## src/rtl/peripheral_mult_pkg.sv

```systemverilog
// Shared definitions for the memory-mapped multiplier peripheral: register map,
// CTRL/STATUS bit positions and the core FSM encoding.
package peripheral_mult_pkg;
    localparam logic [4:0] ADDR_A      = 5'h04;
    localparam logic [4:0] ADDR_B      = 5'h08;
    localparam logic [4:0] ADDR_CTRL   = 5'h0C;
    localparam logic [4:0] ADDR_RES_LO = 5'h10;
    localparam logic [4:0] ADDR_STATUS = 5'h14;
    localparam logic [4:0] ADDR_RES_HI = 5'h18;

    localparam int CTRL_START = 0;
    localparam int CTRL_SGN   = 1;
    localparam int CTRL_IE    = 2;

    localparam int STAT_DONE = 0;
    localparam int STAT_BUSY = 1;

    typedef enum logic [1:0] {
        ST_IDLE = 2'd0,
        ST_CALC = 2'd1,
        ST_FIN  = 2'd2
    } mult_state_e;
endpackage

```

## src/rtl/mult_seq.sv

```systemverilog
// Sequential shift-add multiplier: sign-magnitude operands, OP_W add/shift
// iterations, then one FIN cycle that applies the sign and latches the result.
module mult_seq
    import peripheral_mult_pkg::*;
#(
    parameter int OP_W  = 16,
    parameter int RES_W = 2 * OP_W
) (
    input  logic             clk,
    input  logic             reset,
    input  logic             start,
    input  logic             sgn,
    input  logic [OP_W-1:0]  op_a,
    input  logic [OP_W-1:0]  op_b,
    output logic             busy,
    output logic             done_p,
    output logic [RES_W-1:0] result
);
    localparam int CW = $clog2(OP_W + 1);

    mult_state_e      state_q, state_d;
    logic [CW-1:0]    cnt_q, cnt_d;
    logic [OP_W-1:0]  ma_q, ma_d;
    logic [RES_W-1:0] prod_q, prod_d;
    logic             neg_q, neg_d;
    logic [RES_W-1:0] result_q, result_d;
    logic [OP_W:0]    sum;

    always_ff @(posedge clk or negedge reset) begin
        if (!reset) begin
            state_q  <= ST_IDLE;
            cnt_q    <= '0;
            ma_q     <= '0;
            prod_q   <= '0;
            neg_q    <= 1'b0;
            result_q <= '0;
        end else begin
            state_q  <= state_d;
            cnt_q    <= cnt_d;
            ma_q     <= ma_d;
            prod_q   <= prod_d;
            neg_q    <= neg_d;
            result_q <= result_d;
        end
    end

    always_comb begin
        state_d  = state_q;
        cnt_d    = cnt_q;
        ma_d     = ma_q;
        prod_d   = prod_q;
        neg_d    = neg_q;
        result_d = result_q;
        sum      = {1'b0, prod_q[RES_W-1:OP_W]} + (prod_q[0] ? {1'b0, ma_q} : '0);
        unique case (state_q)
            ST_IDLE: begin
                if (start) begin
                    // Magnitude of -2^(OP_W-1) still fits in OP_W unsigned bits.
                    ma_d    = (sgn && op_a[OP_W-1]) ? -op_a : op_a;
                    prod_d  = {{OP_W{1'b0}}, ((sgn && op_b[OP_W-1]) ? -op_b : op_b)};
                    neg_d   = sgn && (op_a[OP_W-1] ^ op_b[OP_W-1]);
                    cnt_d   = '0;
                    state_d = ST_CALC;
                end
            end
            ST_CALC: begin
                prod_d = {sum, prod_q[OP_W-1:1]};
                cnt_d  = cnt_q + 1'b1;
                if (cnt_q == CW'(OP_W - 1)) state_d = ST_FIN;
            end
            ST_FIN: begin
                result_d = neg_q ? -prod_q : prod_q;
                state_d  = ST_IDLE;
            end
            default: state_d = ST_IDLE;
        endcase
    end

    assign busy   = (state_q != ST_IDLE);
    assign done_p = (state_q == ST_FIN);
    assign result = result_q;
endmodule

```

## src/rtl/peripheral_mult_gen.sv

```systemverilog
// J1 I/O-bus multiplier peripheral: register file, address decode, sticky done,
// registered read mux and level interrupt around the mult_seq core.
module peripheral_mult_gen
    import peripheral_mult_pkg::*;
#(
    parameter int DATA_W = 32,
    parameter int OP_W   = 16
) (
    input  logic              clk,
    input  logic              reset,
    input  logic [DATA_W-1:0] d_in,
    input  logic              cs,
    input  logic [4:0]        addr,
    input  logic              rd,
    input  logic              wr,
    output logic [DATA_W-1:0] d_out,
    output logic              irq
);
    localparam int RES_W = 2 * OP_W;

    logic [OP_W-1:0]   a_q, a_d, b_q, b_d;
    logic              sgn_q, sgn_d, ie_q, ie_d;
    logic              start_q, start_d, done_q, done_d;
    logic [DATA_W-1:0] d_out_q, d_out_d, rdata;
    logic              wr_en, rd_en, start_accept, busy, done_p;
    logic [RES_W-1:0]  result;
    logic [RES_W+DATA_W-1:0] res_ext;

    mult_seq #(.OP_W(OP_W), .RES_W(RES_W)) u_core (
        .clk    (clk),
        .reset  (reset),
        .start  (start_q),
        .sgn    (sgn_q),
        .op_a   (a_q),
        .op_b   (b_q),
        .busy   (busy),
        .done_p (done_p),
        .result (result)
    );

    always_ff @(posedge clk or negedge reset) begin
        if (!reset) begin
            a_q     <= '0;
            b_q     <= '0;
            sgn_q   <= 1'b0;
            ie_q    <= 1'b0;
            start_q <= 1'b0;
            done_q  <= 1'b0;
            d_out_q <= '0;
        end else begin
            a_q     <= a_d;
            b_q     <= b_d;
            sgn_q   <= sgn_d;
            ie_q    <= ie_d;
            start_q <= start_d;
            done_q  <= done_d;
            d_out_q <= d_out_d;
        end
    end

    assign wr_en   = cs & wr;
    assign rd_en   = cs & rd;
    assign res_ext = (RES_W + DATA_W)'(result);
    // A start that lands while the core is busy is dropped, so it can never
    // sneak in on the FIN->IDLE boundary.
    assign start_accept = wr_en && (addr == ADDR_CTRL) && d_in[CTRL_START] && !busy;

    always_comb begin
        a_d     = a_q;
        b_d     = b_q;
        sgn_d   = sgn_q;
        ie_d    = ie_q;
        start_d = start_accept;
        done_d  = done_q;
        d_out_d = d_out_q;
        rdata   = '0;
        if (wr_en) begin
            case (addr)
                ADDR_A:    a_d = OP_W'(d_in);
                ADDR_B:    b_d = OP_W'(d_in);
                ADDR_CTRL: begin
                    sgn_d = d_in[CTRL_SGN];
                    ie_d  = d_in[CTRL_IE];
                end
                default: ;
            endcase
        end
        if (start_accept) done_d = 1'b0;
        else if (done_p)  done_d = 1'b1;
        case (addr)
            ADDR_A:      rdata = DATA_W'(a_q);
            ADDR_B:      rdata = DATA_W'(b_q);
            ADDR_CTRL:   rdata = DATA_W'({ie_q, sgn_q, 1'b0});
            ADDR_RES_LO: rdata = DATA_W'(res_ext);
            ADDR_STATUS: rdata = DATA_W'({busy, done_q});
            ADDR_RES_HI: rdata = DATA_W'(res_ext >> DATA_W);
            default:     rdata = '0;
        endcase
        if (rd_en) d_out_d = rdata;
    end

    assign d_out = d_out_q;
    assign irq   = done_q & ie_q;
endmodule

```

## config.mk

```make
export PLATFORM = sky130hd
export DESIGN_NAME = peripheral_mult_gen
export DESIGN_NICKNAME = d
export VERILOG_FILES = /design/src/rtl/peripheral_mult_pkg.sv /design/src/rtl/mult_seq.sv /design/src/rtl/peripheral_mult_gen.sv
export SDC_FILE = /design/constraint.sdc
export NUM_CORES = 1
export LEC_CHECK = 0
export BUFFER_PORTS_ARGS = -buffer_cell sky130_fd_sc_hd__buf_2
export CAP_MARGIN = 40
export CORE_MARGIN = 1.5
export CORE_UTILIZATION = 25
export CTS_BUF_LIST = sky130_fd_sc_hd__clkbuf_16
export DETAILED_ROUTE_END_ITERATION = 12
export SLEW_MARGIN = 20
export SYNTH_ARGS = -nofsm -noshare
export SYNTH_HDL_FRONTEND = slang
export SYNTH_SLANG_ARGS = --single-unit
```

## constraint.sdc

```tcl
create_clock -name clk -period 2.8 [get_ports clk]
set_input_delay 0.28 -clock clk [delete_from_list [all_inputs] [get_ports clk]]
set_output_delay 0.28 -clock clk [all_outputs]
set_load 0.01 [all_outputs]
```

-- Word-level counts from Yosys, hierarchy flattened
Cells that the tools add are included.
- register bits: 156
- input bits: 42
- output and inout port bits: 33
- word-level logic and storage cells: 63
- $add $sub $neg: 5
- equal/unequal tests: 10
- mux-type cells: 14
- bitwise operators: 4
- reduce and logical (&&, ||, !) cells: 17
- operators with widths (kind ; number):
    32-bit case mux with 5 select lines ; 1
    32-bit 2-to-1 mux ; 2
    32-bit case mux with 2 select lines ; 1
    16-bit 2-to-1 mux ; 3
    16-bit negator ; 2
    32-bit negator ; 1
    16-bit by 17-bit adder with 17-bit output ; 1
    5-bit by 4-bit equality test with 1-bit output (second input constant) ; 3
    2-bit AND reduction ; 6
    5-bit equality test (second input constant) ; 2
    5-bit case mux with 2 select lines ; 1
    1-bit logical AND ; 6
    2-bit nonzero test ; 3
    5-bit by 1-bit adder with 5-bit output (second input constant) ; 1
    5-bit by 3-bit equality test with 1-bit output (second input constant) ; 1
    5-bit 2-to-1 mux ; 1
    2-bit 2-to-1 mux ; 2
    2-bit case mux with 2 select lines ; 1
    1-bit AND ; 3
    2-bit by 1-bit equality test with 1-bit output (second input constant) ; 1
    2-bit equality test (second input constant) ; 1
    2-bit zero test ; 1
    1-bit 2-to-1 mux ; 2
    2-bit by 1-bit inequality test with 1-bit output (second input constant) ; 1
    other kinds (3) ; 3

-- Depth between registers and ports, before layout
Gate-level depths: netlist of the first run.
- depth after elaboration: 5
- gate-level depth with buffers: 11
- mapped depth without buffers: 10

-- Hierarchy
Synthesis of the first run repeated with hierarchy kept, for this count alone.
- cells, all modules: 814
- area total of the unflattened synthesis: 8192.9 um^2
- by module, submodules not included (module ; instances ; cells each ; area each (um^2) ; sequential area each (um^2)):
    mult_seq ; 1 ; 606 ; 5325.1 ; 2202.1
    peripheral_mult_gen ; 1 ; 208 ; 2867.8 ; 1701.6

-- Least setup slack after synthesis of the first run
No wires, ideal clock.
- path kind: flip-flop to flip-flop
- start: reg u_core.prod_q[0]
- end: reg u_core.prod_q[23]
- library setup time: 0.122 ns
- arrival: 2.321 ns
- data required time: 2.678 ns
- slack: 0.358 ns
- cell stages (with the launch flop): 12
- buffers on the path: 1
- period minus slack after synthesis: 2.442 ns
- cells stage by stage: dfrtp_1 > clkbuf_1 > and2_1 > ha_1 > inv_1 > fa_1 > nor2b_1 > o2111ai_1 > a21boi_0 > o21a_1 > o21ai_0 > a32o_1
- cells in the longest elaborated chain, start to end: 3
- ends and longest elaborated chain (item ; RTL line ; source):
    start: declaration ; mult_seq.sv:24 ; logic [RES_W-1:0] prod_q, prod_d;
    start signal: assignment ; mult_seq.sv:41 ; prod_q <= prod_d;
    16-bit 2-to-1 mux ; mult_seq.sv:54 ; sum = {1'b0, prod_q[RES_W-1:OP_W]} + (prod_q[0] ? {1'b0, ma_q} : '0);
    16-bit by 17-bit adder with 17-bit output ; mult_seq.sv:54 ;
    32-bit case mux with 2 select lines ; mult_seq.sv:55 ; unique case (state_q)
Every way passes these cells.
A chain may end at the register's enable or synchronous reset.

-- Worst setup path after layout of the first run
Ends and elaborated chain as after synthesis.

==> results of run 1 <==
[layer usage]
metal  global-route usage  vias up  part of all wire
li1                     -     3170                 -
met1                0.174     3174              0.48
met2                0.199      141              0.46
met3               0.0269       21             0.043
met4               0.0334        0             0.011
met5                    0        -                 0
[cell usage after synthesis (all sizes together), types with 4 or more instances]
cell type  instances  area share
a31oi              4      0.0030
or3               10      0.0084
nand2b             8      0.0061
o22ai              4      0.0030
mux2              29       0.040
a222oi            14       0.017
a22oi             11       0.010
and3              10      0.0076
dfrtp            156        0.48
o31ai             18       0.017
nand2            148       0.068
and2              22       0.017
nor2              24       0.011
o21ai            134       0.082
nor2b              4      0.0030
xnor2             18       0.019
xor2              50       0.053
a21o               4      0.0037
buf                7      0.0053
o211ai             4      0.0037
nor3b              4      0.0037
nor3               6      0.0043
a21oi             26       0.016
ha                21       0.032
inv               15      0.0069
nand3             18       0.011
o41ai              8       0.010
or4                7      0.0073
clkbuf            38       0.019
[through the flow]
| stage | instances | util |
|---|---|---|
| 6_report | 1369 | 0.299 |
| 5_1_grt | 1369 | 0.299 |
| 4_1_cts | 1368 | 0.299 |
| 3_5_place_dp | 1335 | 0.280 |
| 3_3_place_gp | 1335 | 0.280 |
| 2_1_floorplan | 856 | - |
[power by group through the flow]
stage	Combinational [uW]	Sequential, uW	Clock (uW)
6_report	1260	2860	2420
5_1_grt	1410	2900	2580
4_1_cts	1270	2860	2480
3_5_place_dp	1260	2900	0
3_3_place_gp	1230	2890	0
2_1_floorplan	889	2770	0
[layout make-up]
class | count | area [um2] | share of cell area
repair buffers | 84 | 507 | 0.0522
flip-flops and latches | 156 | 3900 | 0.402
clock inverters | 15 | 186 | 0.0192
clock buffers | 17 | 425 | 0.0438
multi-input cells | 640 | 4070 | 0.420
well taps | 442 | 553 | 0.0570
inverters | 15 | 56.3 | 0.00580
[state kept, by name, summed over array words and instances, names as in the netlist]
register        cells
d_out              32
u_core.prod_q      32
u_core.result      32
a_q                16
b_q                16
u_core.ma_q        16
u_core.cnt_q        5
u_core.state_q      2
done_q              1
ie_q                1
sgn_q               1
start_q             1
u_core.neg_q        1
[how the worst max path moves through the flow]
stage | start | endpoint | cells after the start
6_report | u_core.prod_q[0] | u_core.prod_q[23] | 10
5_1_grt | u_core.prod_q[0] | u_core.prod_q[23] | 10
4_1_cts | u_core.prod_q[0] | u_core.prod_q[23] | 10
3_5_place_dp | u_core.prod_q[0] | u_core.prod_q[23] | 10
3_3_place_gp | u_core.prod_q[0] | u_core.prod_q[23] | 10
2_1_floorplan | u_core.prod_q[0] | u_core.prod_q[23] | 11
[kinds of logic after synthesis]
group	synth area share
simple gates	0.161
compound gates	0.182
flops	0.476
xor+xnor	0.0725
buf+inv	0.0308
mux	0.0434
fa+ha+maj	0.0344
[critical path: stages (launching register included)]
cell	delay (ns)
dfrtp_1	0.51
and2_1	0.20
ha_1	0.19
inv_1	0.07
fa_1	0.39
nor2b_1	0.16
o2111ai_1	0.18
a21boi_0	0.31
o21a_1	0.17
o21ai_0	0.07
a32o_1	0.26
==> results.sh, run 1 <==
export IMPL_hpwl_mm=15.4
export IMPL_overflow=0
export IMPL_viasPerCell=4.75
export IMPL_pwr_share_comb=0.193
export IMPL_fin_crit_ns=2.63
export IMPL_synth_area_um2=8210
export IMPL_cp_required_ns=3.11
export IMPL_core_um2=32500
export IMPL_min_from="d_in[7]"
export IMPL_hold_path_class="input port to register"
export IMPL_ys_ff_latch=156
export IMPL_slew_violations=0
export IMPL_cts_repair_resized=0
export IMPL_tritoncts="yes"
export IMPL_cap_violations=0
export IMPL_routedWlPerCell_um=15.2
export IMPL_reg2reg_slack_ns=0.17
export IMPL_ys_seq_area_frac=0.476
export IMPL_rsz0062_at_grt="no"
export IMPL_post_cts_buffers=0
export IMPL_ant_nets=0
export IMPL_numCtsBuffers=17
export IMPL_clock_sinks=156
export IMPL_r2r_end="u_core.prod_q[23]"
export IMPL_async_flop_share=1.00
export IMPL_die_area_um2=33900
export IMPL_cts_hold_buf=1
export IMPL_yosys_warnings=0
export IMPL_min_to="b_q[7]"
export IMPL_p_total_uw=6540
export IMPL_initial_core_util=0.253
export IMPL_path_clk_slew_ns=0.07
export IMPL_fill_cells=3386
export IMPL_worst_pin_slew_ns=0.611
export IMPL_gp_congestion=0.839
export IMPL_grt_pass1_vias=6268
export IMPL_synth_cell_types=62
export IMPL_syn_inst=856
export IMPL_finalWirelength_mm=20.8
export IMPL_vias=6506
export IMPL_io_buffers=58
export IMPL_place_ws_ns=0.221
export IMPL_diodes=0
export IMPL_fin_crit_sh=0.940
export IMPL_io_pins=75
export IMPL_worstSetupEndpointType="register"
export IMPL_finalHoldViolCount=0
export IMPL_rows=66
export IMPL_final_cell_mix="156 x dfrtp_1, 148 x nand2_1, 132 x o21ai_0"
export IMPL_cts_root_buf="clkbuf_16"
export IMPL_synth_edff_count=0
export IMPL_switching_power_uw=2100
export IMPL_antenna_found_initial=0
export IMPL_nets=978
export IMPL_cts_path_max_buffers=2
export IMPL_status="complete, no violations"
export IMPL_min_delay_path_depth=3
export IMPL_syn_to_final_growth_pct=18.2
export IMPL_die_height_um=184
export IMPL_vdd_drop_max_mv=0.465
export IMPL_drive_above_1_share=0.175
export IMPL_stdcell_area_um2=9700
export IMPL_grt_usage=0.126
export IMPL_drc=0
export IMPL_crit_fanout=10
export IMPL_switching_share=0.321
export IMPL_r2r_cells=10
export IMPL_fmax_mhz=380
export IMPL_yosys_most_used_dff="dfrtp_1"
export IMPL_synth_area_per_cell_um2=9.59
export IMPL_reg2reg_from="u_core.prod_q[0]"
export IMPL_p_per_area_nw_per_um2=674
export IMPL_p_seq_frac=0.437
export IMPL_final_common_cell="dfrtp_1"
export IMPL_finalSetupViolCount=0
export IMPL_worstSkewPairLatency_ns=0.43
export IMPL_die_w_um=184
export IMPL_cp_start_kind="register"
export IMPL_syn_nets=920
export IMPL_clkPwrFrac=0.370
export IMPL_fin_ws_ns=0.169
export IMPL_p_leak_uw=0.00425
export IMPL_dr_pass1_iters=8
export IMPL_fin_tns_setup_ns=0
export IMPL_cp_data_arrival_time_ns=2.95
export IMPL_grt_max_degree=66
export IMPL_worst_clock_skew_ns=0.00885
export IMPL_placed_cell_area_um2=9070
export IMPL_h_tree_depth=4
export IMPL_grt_pass1_wl_mm=33.3
export IMPL_relSlewSlack=0.593
export IMPL_internal_power_uw=4440
export IMPL_crit_type="register to register"
export IMPL_holdWs_ns=0.0753
export IMPL_dr_first_iter_drc_count=502
(Power assumes the default switching activity.)
==> inputs of run 2 (changes only) <==
--- a/config.mk
+++ b/config.mk
@@ -5,12 +5,14 @@
 export SDC_FILE = /design/constraint.sdc
 export NUM_CORES = 1
 export LEC_CHECK = 0
+export ABC_AREA = 1
 export BUFFER_PORTS_ARGS = -buffer_cell sky130_fd_sc_hd__buf_2
 export CAP_MARGIN = 40
 export CORE_MARGIN = 1.5
-export CORE_UTILIZATION = 25
+export CORE_UTILIZATION = 60
 export CTS_BUF_LIST = sky130_fd_sc_hd__clkbuf_16
 export DETAILED_ROUTE_END_ITERATION = 12
+export PLACE_DENSITY = 0.8
 export SLEW_MARGIN = 20
 export SYNTH_ARGS = -nofsm -noshare
 export SYNTH_HDL_FRONTEND = slang
==> results.sh, run 2 <==
export IMPL_dr_first_iter_drc_count=592
export IMPL_finalHoldViolCount=0
export IMPL_relSlewSlack=0.545
export IMPL_initial_core_util=0.613
export IMPL_final_common_cell="nand2_1"
export IMPL_async_flop_share=1.00
export IMPL_finalSetupViolCount=0
export IMPL_core_um2=14500
export IMPL_nets=1291
export IMPL_p_seq_frac=0.443
export IMPL_p_per_area_nw_per_um2=578
export IMPL_tritoncts="yes"
export IMPL_cp_required_ns=3.12
export IMPL_switching_power_uw=1650
export IMPL_io_buffers=58
export IMPL_synth_top_area_frac=0.440
export IMPL_worstSetupEndpointType="register"
export IMPL_worst_pin_slew_ns=0.683
export IMPL_grt_usage=0.293
export IMPL_numCtsBuffers=17
export IMPL_yosys_most_used_dff="dfrtp_1"
export IMPL_switching_share=0.288
export IMPL_yosys_top_cells_area="dfrtp_1 44%, nand2_1 15%, inv_1 4.8%, o21ai_1 4.7%, nand3_1 4.2%"
export IMPL_viasPerCell=5.55
export IMPL_synth_area_per_cell_um2=7.55
export IMPL_antenna_found_initial=0
export IMPL_endpoint="u_core.prod_q[29]"
export IMPL_worst_clock_skew_ns=0.00781
export IMPL_cts_repair_resized=0
export IMPL_io_pins=75
export IMPL_synthTopCellsByCount="365 x nand2_1, 156 x dfrtp_1, 114 x inv_1"
export IMPL_synth_edff_count=0
export IMPL_grt_pass1_vias=7606
export IMPL_syn_inst=1175
export IMPL_fmax_mhz=445
export IMPL_rows=44
export IMPL_die_height_um=125
export IMPL_yosys_warnings=0
export IMPL_grt_pass1_wl_mm=36.6
export IMPL_clkPwrFrac=0.409
export IMPL_reg2reg_slack_ns=0.55
export IMPL_path_clk_slew_ns=0.06
export IMPL_fin_crit_sh=0.803
export IMPL_synth_cell_types=50
export IMPL_synth_area_leader_cell="dfrtp_1"
export IMPL_fin_crit_ns=2.25
export IMPL_vias=7890
export IMPL_drc=0
export IMPL_overflow=0
export IMPL_startpoint="u_core.prod_q[0]"
export IMPL_ant_nets=0
export IMPL_finalWirelength_mm=21.6
export IMPL_crit_type="register to register"
export IMPL_ys_seq_area_frac=0.440
export IMPL_cts_root_buf="clkbuf_16"
export IMPL_syn_nets=1239
export IMPL_synth_most_common_cell="nand2_1"
export IMPL_dr_pass1_iters=5
export IMPL_r2r_cells=13
export IMPL_fin_tns_setup_ns=0
export IMPL_ys_ff_latch=156
export IMPL_rsz0062_at_grt="no"
export IMPL_pwr_share_comb=0.148
export IMPL_post_cts_buffers=0
export IMPL_cap_violations=0
export IMPL_p_leak_uw=0.00522
export IMPL_die_area_um2=15500
export IMPL_hold_path_class="input port to register"
export IMPL_syn_to_final_growth_pct=11.6
export IMPL_slew_violations=0
export IMPL_internal_power_uw=4070
export IMPL_drive_above_1_share=0.120
export IMPL_status="complete, no violations"
export IMPL_cp_data_arrival_time_ns=2.57
export IMPL_gp_congestion=0.936
export IMPL_crit_fanout=15
export IMPL_hpwl_mm=16.1
export IMPL_diodes=0
export IMPL_h_tree_depth=4
export IMPL_grt_max_degree=76
export IMPL_reg2reg_from="u_core.prod_q[0]"
export IMPL_cts_path_max_buffers=2
export IMPL_vdd_drop_max_mv=0.551
export IMPL_fill_cells=1201
export IMPL_r2r_end="u_core.prod_q[29]"
export IMPL_cts_hold_buf=1
export IMPL_cp_start_kind="register"
export IMPL_final_cell_mix="365 x nand2_1, 156 x dfrtp_1, 114 x inv_1"
export IMPL_routedWlPerCell_um=15.2
export IMPL_die_w_um=125
export IMPL_clock_sinks=156
export IMPL_worstSkewPairLatency_ns=0.43
export IMPL_p_total_uw=5720
export IMPL_synth_area_um2=8870
run 2: worst min-delay path by stage:
stage,startpoint,to,slack [ns],depth (start not counted)
2_1_floorplan,reset,a_q[0],-0.02,0
3_3_place_gp,reset,u_core.cnt_q[2],0.35,1
3_5_place_dp,reset,u_core.cnt_q[4],0.35,1
4_1_cts,d_in[12],b_q[12],0.10,3
5_1_grt,d_in[12],b_q[12],0.12,3
6_report,d_in[13],b_q[13],0.10,3
run 2: kinds of logic after synthesis:
logic type / Yosys count / synth area share
AND/OR/NAND/NOR: 568 / 0.276
AO/OA/AOI/OAI: 230 / 0.143
buffers and inverters: 171 / 0.0814
XOR/XNOR: 28 / 0.0276
flip-flops: 156 / 0.440
adder cells (fa/ha/maj): 22 / 0.0319
run 2: layout make-up:
cell class              instances  area (um2)  area share
clock inverters                13         166      0.0168
multi-input cells             848        4250       0.429
well taps                     184         230      0.0233
clock buffers                  17         425      0.0430
repair buffers                 74         432      0.0436
flip-flops and latches        156        3900       0.394
inverters                     130         493      0.0498
run 2: worst max-delay path, cell delays in order, from the launching register on:
cell     delay [ns]
dfrtp_1        0.46
buf_4          0.24
nand2_1        0.12
fa_1           0.39
inv_1          0.08
nand2_1        0.07
a21oi_2        0.26
nand2_1        0.08
nand2_1        0.13
nand2_1        0.09
nand2_1        0.07
nand2_1        0.05
nand3_1        0.06
nand2_1        0.05
run 2: power groups by stage:
stage | sequential, uW | combinational, uW | clock, uW
CTS | 2530 | 847 | 2350
floorplan | 2520 | 623 | 0
global placement | 2560 | 818 | 0
global route | 2550 | 963 | 2440
detailed placement | 2560 | 840 | 0
finish | 2530 | 848 | 2340
run 2: through the flow:
step / instance area, um2 / setup WS [ns] / util / cells / hold slack [ns]
2_1_floorplan: 8870 / 0.533 / - / 1175 / -0.0156
3_3_place_gp: 9290 / 0.613 / 0.642 / 1391 / 0.345
3_5_place_dp: 9290 / 0.565 / 0.642 / 1391 / 0.348
4_1_cts: 9900 / 0.544 / 0.683 / 1422 / 0.101
5_1_grt: 9900 / 0.278 / 0.683 / 1422 / 0.120
6_report: 9900 / 0.553 / 0.683 / 1422 / 0.103
run 2: layer usage:
metal,global-route usage,routed length (um)
met5,0,0
met1,0.398,9540
met4,0.119,604
met3,0.0597,1610
met2,0.462,9880
==> inputs of run 3 (changes only) <==
--- a/config.mk
+++ b/config.mk
@@ -5,14 +5,14 @@
 export SDC_FILE = /design/constraint.sdc
 export NUM_CORES = 1
 export LEC_CHECK = 0
-export ABC_AREA = 1
+export ABC_AREA = 0
 export BUFFER_PORTS_ARGS = -buffer_cell sky130_fd_sc_hd__buf_2
 export CAP_MARGIN = 40
 export CORE_MARGIN = 1.5
-export CORE_UTILIZATION = 60
+export CORE_UTILIZATION = 54
 export CTS_BUF_LIST = sky130_fd_sc_hd__clkbuf_16
 export DETAILED_ROUTE_END_ITERATION = 12
-export PLACE_DENSITY = 0.8
+export PLACE_DENSITY = 0.76
 export SLEW_MARGIN = 20
 export SYNTH_ARGS = -nofsm -noshare
 export SYNTH_HDL_FRONTEND = slang
==> constraint.sdc (replaced) <==
create_clock -name clk -period 2 [get_ports clk]
set_input_delay 0.2 -clock clk [delete_from_list [all_inputs] [get_ports clk]]
set_output_delay 0.2 -clock clk [all_outputs]
set_load 0.01 [all_outputs]
==> results.sh, run 3 (same netlist as run 1, synthesis figures left out) <==
export IMPL_die_area_um2=16000
export IMPL_cp_start_kind="register"
export IMPL_drc=0
export IMPL_slew_violations=0
export IMPL_grt_max_degree=66
export IMPL_fin_util=0.736
export IMPL_dr_first_iter_drc_count=776
export IMPL_finalWirelength_mm=24.0
export IMPL_cp_required_ns=2.29
export IMPL_clock_sinks=156
export IMPL_internal_power_uw=6940
export IMPL_min_to="b_q[14]"
export IMPL_cts_root_buf="clkbuf_16"
export IMPL_path_clk_slew_ns=0.07
export IMPL_regArea_um2=3910
export IMPL_cts_path_max_buffers=2
export IMPL_fin_crit_sh=1.17
export IMPL_fin_crit_ns=2.34
export IMPL_p_leak_uw=0.00481
export IMPL_rsz0062_at_grt="yes"
export IMPL_core_um2=14700
export IMPL_cap_violations=0
export IMPL_switching_share=0.341
export IMPL_routedWlPerCell_um=19.8
export IMPL_die_height_um=126
export IMPL_die_w_um=126
export IMPL_status="complete, but fails checks"
export IMPL_cpPeakStageDelay_ns=0.57
export IMPL_finalHoldViolCount=0
export IMPL_vias=7364
export IMPL_crit_type="register to register"
export IMPL_gp_congestion=0.984
export IMPL_stdcell_area_um2=10800
export IMPL_worstSkewPairLatency_ns=0.43
export IMPL_cp_data_arrival_time_ns=2.63
export IMPL_worst_clock_skew_ns=0.00898
export IMPL_fin_ws_ns=-0.338
export IMPL_switching_power_uw=3600
export IMPL_grt_pass1_wl_mm=36.0
export IMPL_initial_core_util=0.558
export IMPL_final_cell_mix="155 x dfrtp_1, 143 x nand2_1, 112 x buf_4"
export IMPL_antenna_found_initial=0
export IMPL_reg2reg_slack_ns=-0.34
export IMPL_io_buffers=58
export IMPL_min_from="d_in[14]"
export IMPL_stdcell_count=1214
export IMPL_multi_input_area_um2=4670
export IMPL_worst_path_buf_inv=2
export IMPL_viasPerCell=6.07
export IMPL_p_seq_frac=0.370
export IMPL_diodes=0
export IMPL_crit_fanout=4
export IMPL_pwr_share_comb=0.322
export IMPL_ant_nets=0
export IMPL_overflow=0
export IMPL_fmax_mhz=428
export IMPL_hold_path_class="input port to register"
export IMPL_h_tree_depth=4
export IMPL_p_per_area_nw_per_um2=975
export IMPL_reg2reg_from="u_core.prod_q[14]"
export IMPL_final_common_cell="dfrtp_1"
export IMPL_path_delay_family="simple AND/OR/NAND/NOR gates"
export IMPL_fill_cells=941
export IMPL_dpl_cell_count=1161
export IMPL_hpwl_mm=15.8
export IMPL_r2r_end="u_core.result[26]"
export IMPL_dr_pass1_iters=8
export IMPL_grt_usage=0.293
export IMPL_finalSetupViolCount=34
export IMPL_vdd_drop_max_mv=0.653
export IMPL_violations="negative setup slack"
export IMPL_numCtsBuffers=17
export IMPL_cp_common_cell="buf_6"
export IMPL_grt_pass1_vias=6838
export IMPL_min_delay_path_depth=2
export IMPL_worst_pin_slew_ns=0.620
export IMPL_clkPwrFrac=0.308
export IMPL_nets=1081
export IMPL_relSlewSlack=0.587
export IMPL_r2r_cells=8
export IMPL_worstPathCellList="or4_4 > nor3_4 > buf_6 > buf_6 > nand4bb_4 > o31ai_4 > xor2_1 > o21ai_1"
export IMPL_drive_above_1_share=0.331
export IMPL_holdWs_ns=0.0130
export IMPL_io_pins=75
export IMPL_fin_tns_setup_ns=-5.76
export IMPL_syn_to_final_growth_pct=31.8
export IMPL_worstSetupEndpointType="register"
export IMPL_placed_cell_area_um2=9500
export IMPL_rows=44
export IMPL_tritoncts="yes"
export IMPL_crit_slowest_cell="or4_4"
-- run 3: cell count changes in the layout (fill, tap and decap cells not counted), sizes merged, moves of 14 or more --
cell	previous run	this run
o31ai	3	18
nand3	75	18
inv	134	21
xor2	25	50
and2	3	22
a222oi	0	14
a21oi	43	26
mux2	0	29
nor2	84	24
nand2	376	148
xnor2	3	18
buf	73	186
-- run 3: repair_timing --
item,CTS,global route
gates resized for setup,48,91
hold endpoints to repair,46,0
setup endpoints to repair,42,48
buffers inserted,8,12
pin swaps,23,36
hold buffers,1,0
-- run 3: how the worst max path moves through the flow --
stage,startpoint,endpoint,cells after the start
3_3_place_gp,u_core.prod_q[0],u_core.prod_q[23],10
6_report,u_core.prod_q[14],u_core.result[26],8
5_1_grt,u_core.prod_q[14],u_core.result[26],8
3_5_place_dp,u_core.prod_q[0],u_core.result[24],9
2_1_floorplan,u_core.prod_q[0],u_core.prod_q[23],11
4_1_cts,u_core.prod_q[0],u_core.result[30],9
-- run 3: routing by layer --
metal  global-route usage  vias to the layer above  share of wire
met5                    0                        -              0
met4                0.114                        0          0.026
met3               0.0814                       60          0.097
met2                0.441                      337           0.46
met1                0.408                     3580           0.41
li1                     -                     3387              -
-- run 3: cell type report --
type	count	share of cell area
Multi-Input combinational cell	640	0.432
Clock buffer	17	0.0393
Inverter	15	0.00544
Sequential cell	156	0.361
Clock inverter	15	0.0153
Timing Repair Buffer	187	0.126
Tap cell	184	0.0213
-- run 3: power groups by stage --
stage	Sequential, uW	Clock, uW	Combinational [uW]
after detailed placement	3890	0	2610
after global routing	3920	3390	3630
after CTS	3860	3250	2910
after floorplan	3880	0	1320
after global placement	3870	0	2560
final	3900	3240	3400
-- run 3: metrics by stage --
step	setup WS [ns]	total power, uW
3_5_place_dp	-0.335	6500
3_3_place_gp	-0.283	6430
5_1_grt	-0.428	10900
4_1_cts	-0.263	10000
6_report	-0.338	10500
2_1_floorplan	-0.331	5200
-- run 3: worst register-to-register path, delay by kind of cell, from the launching register on --
| family | cells | cell delay [ns] |
|---|---|---|
| xor+xnor | 1 | 0.22 |
| flops | 1 | 0.40 |
| simple gates | 3 | 0.93 |
| buf+inv | 2 | 0.26 |
| compound gates | 2 | 0.39 |
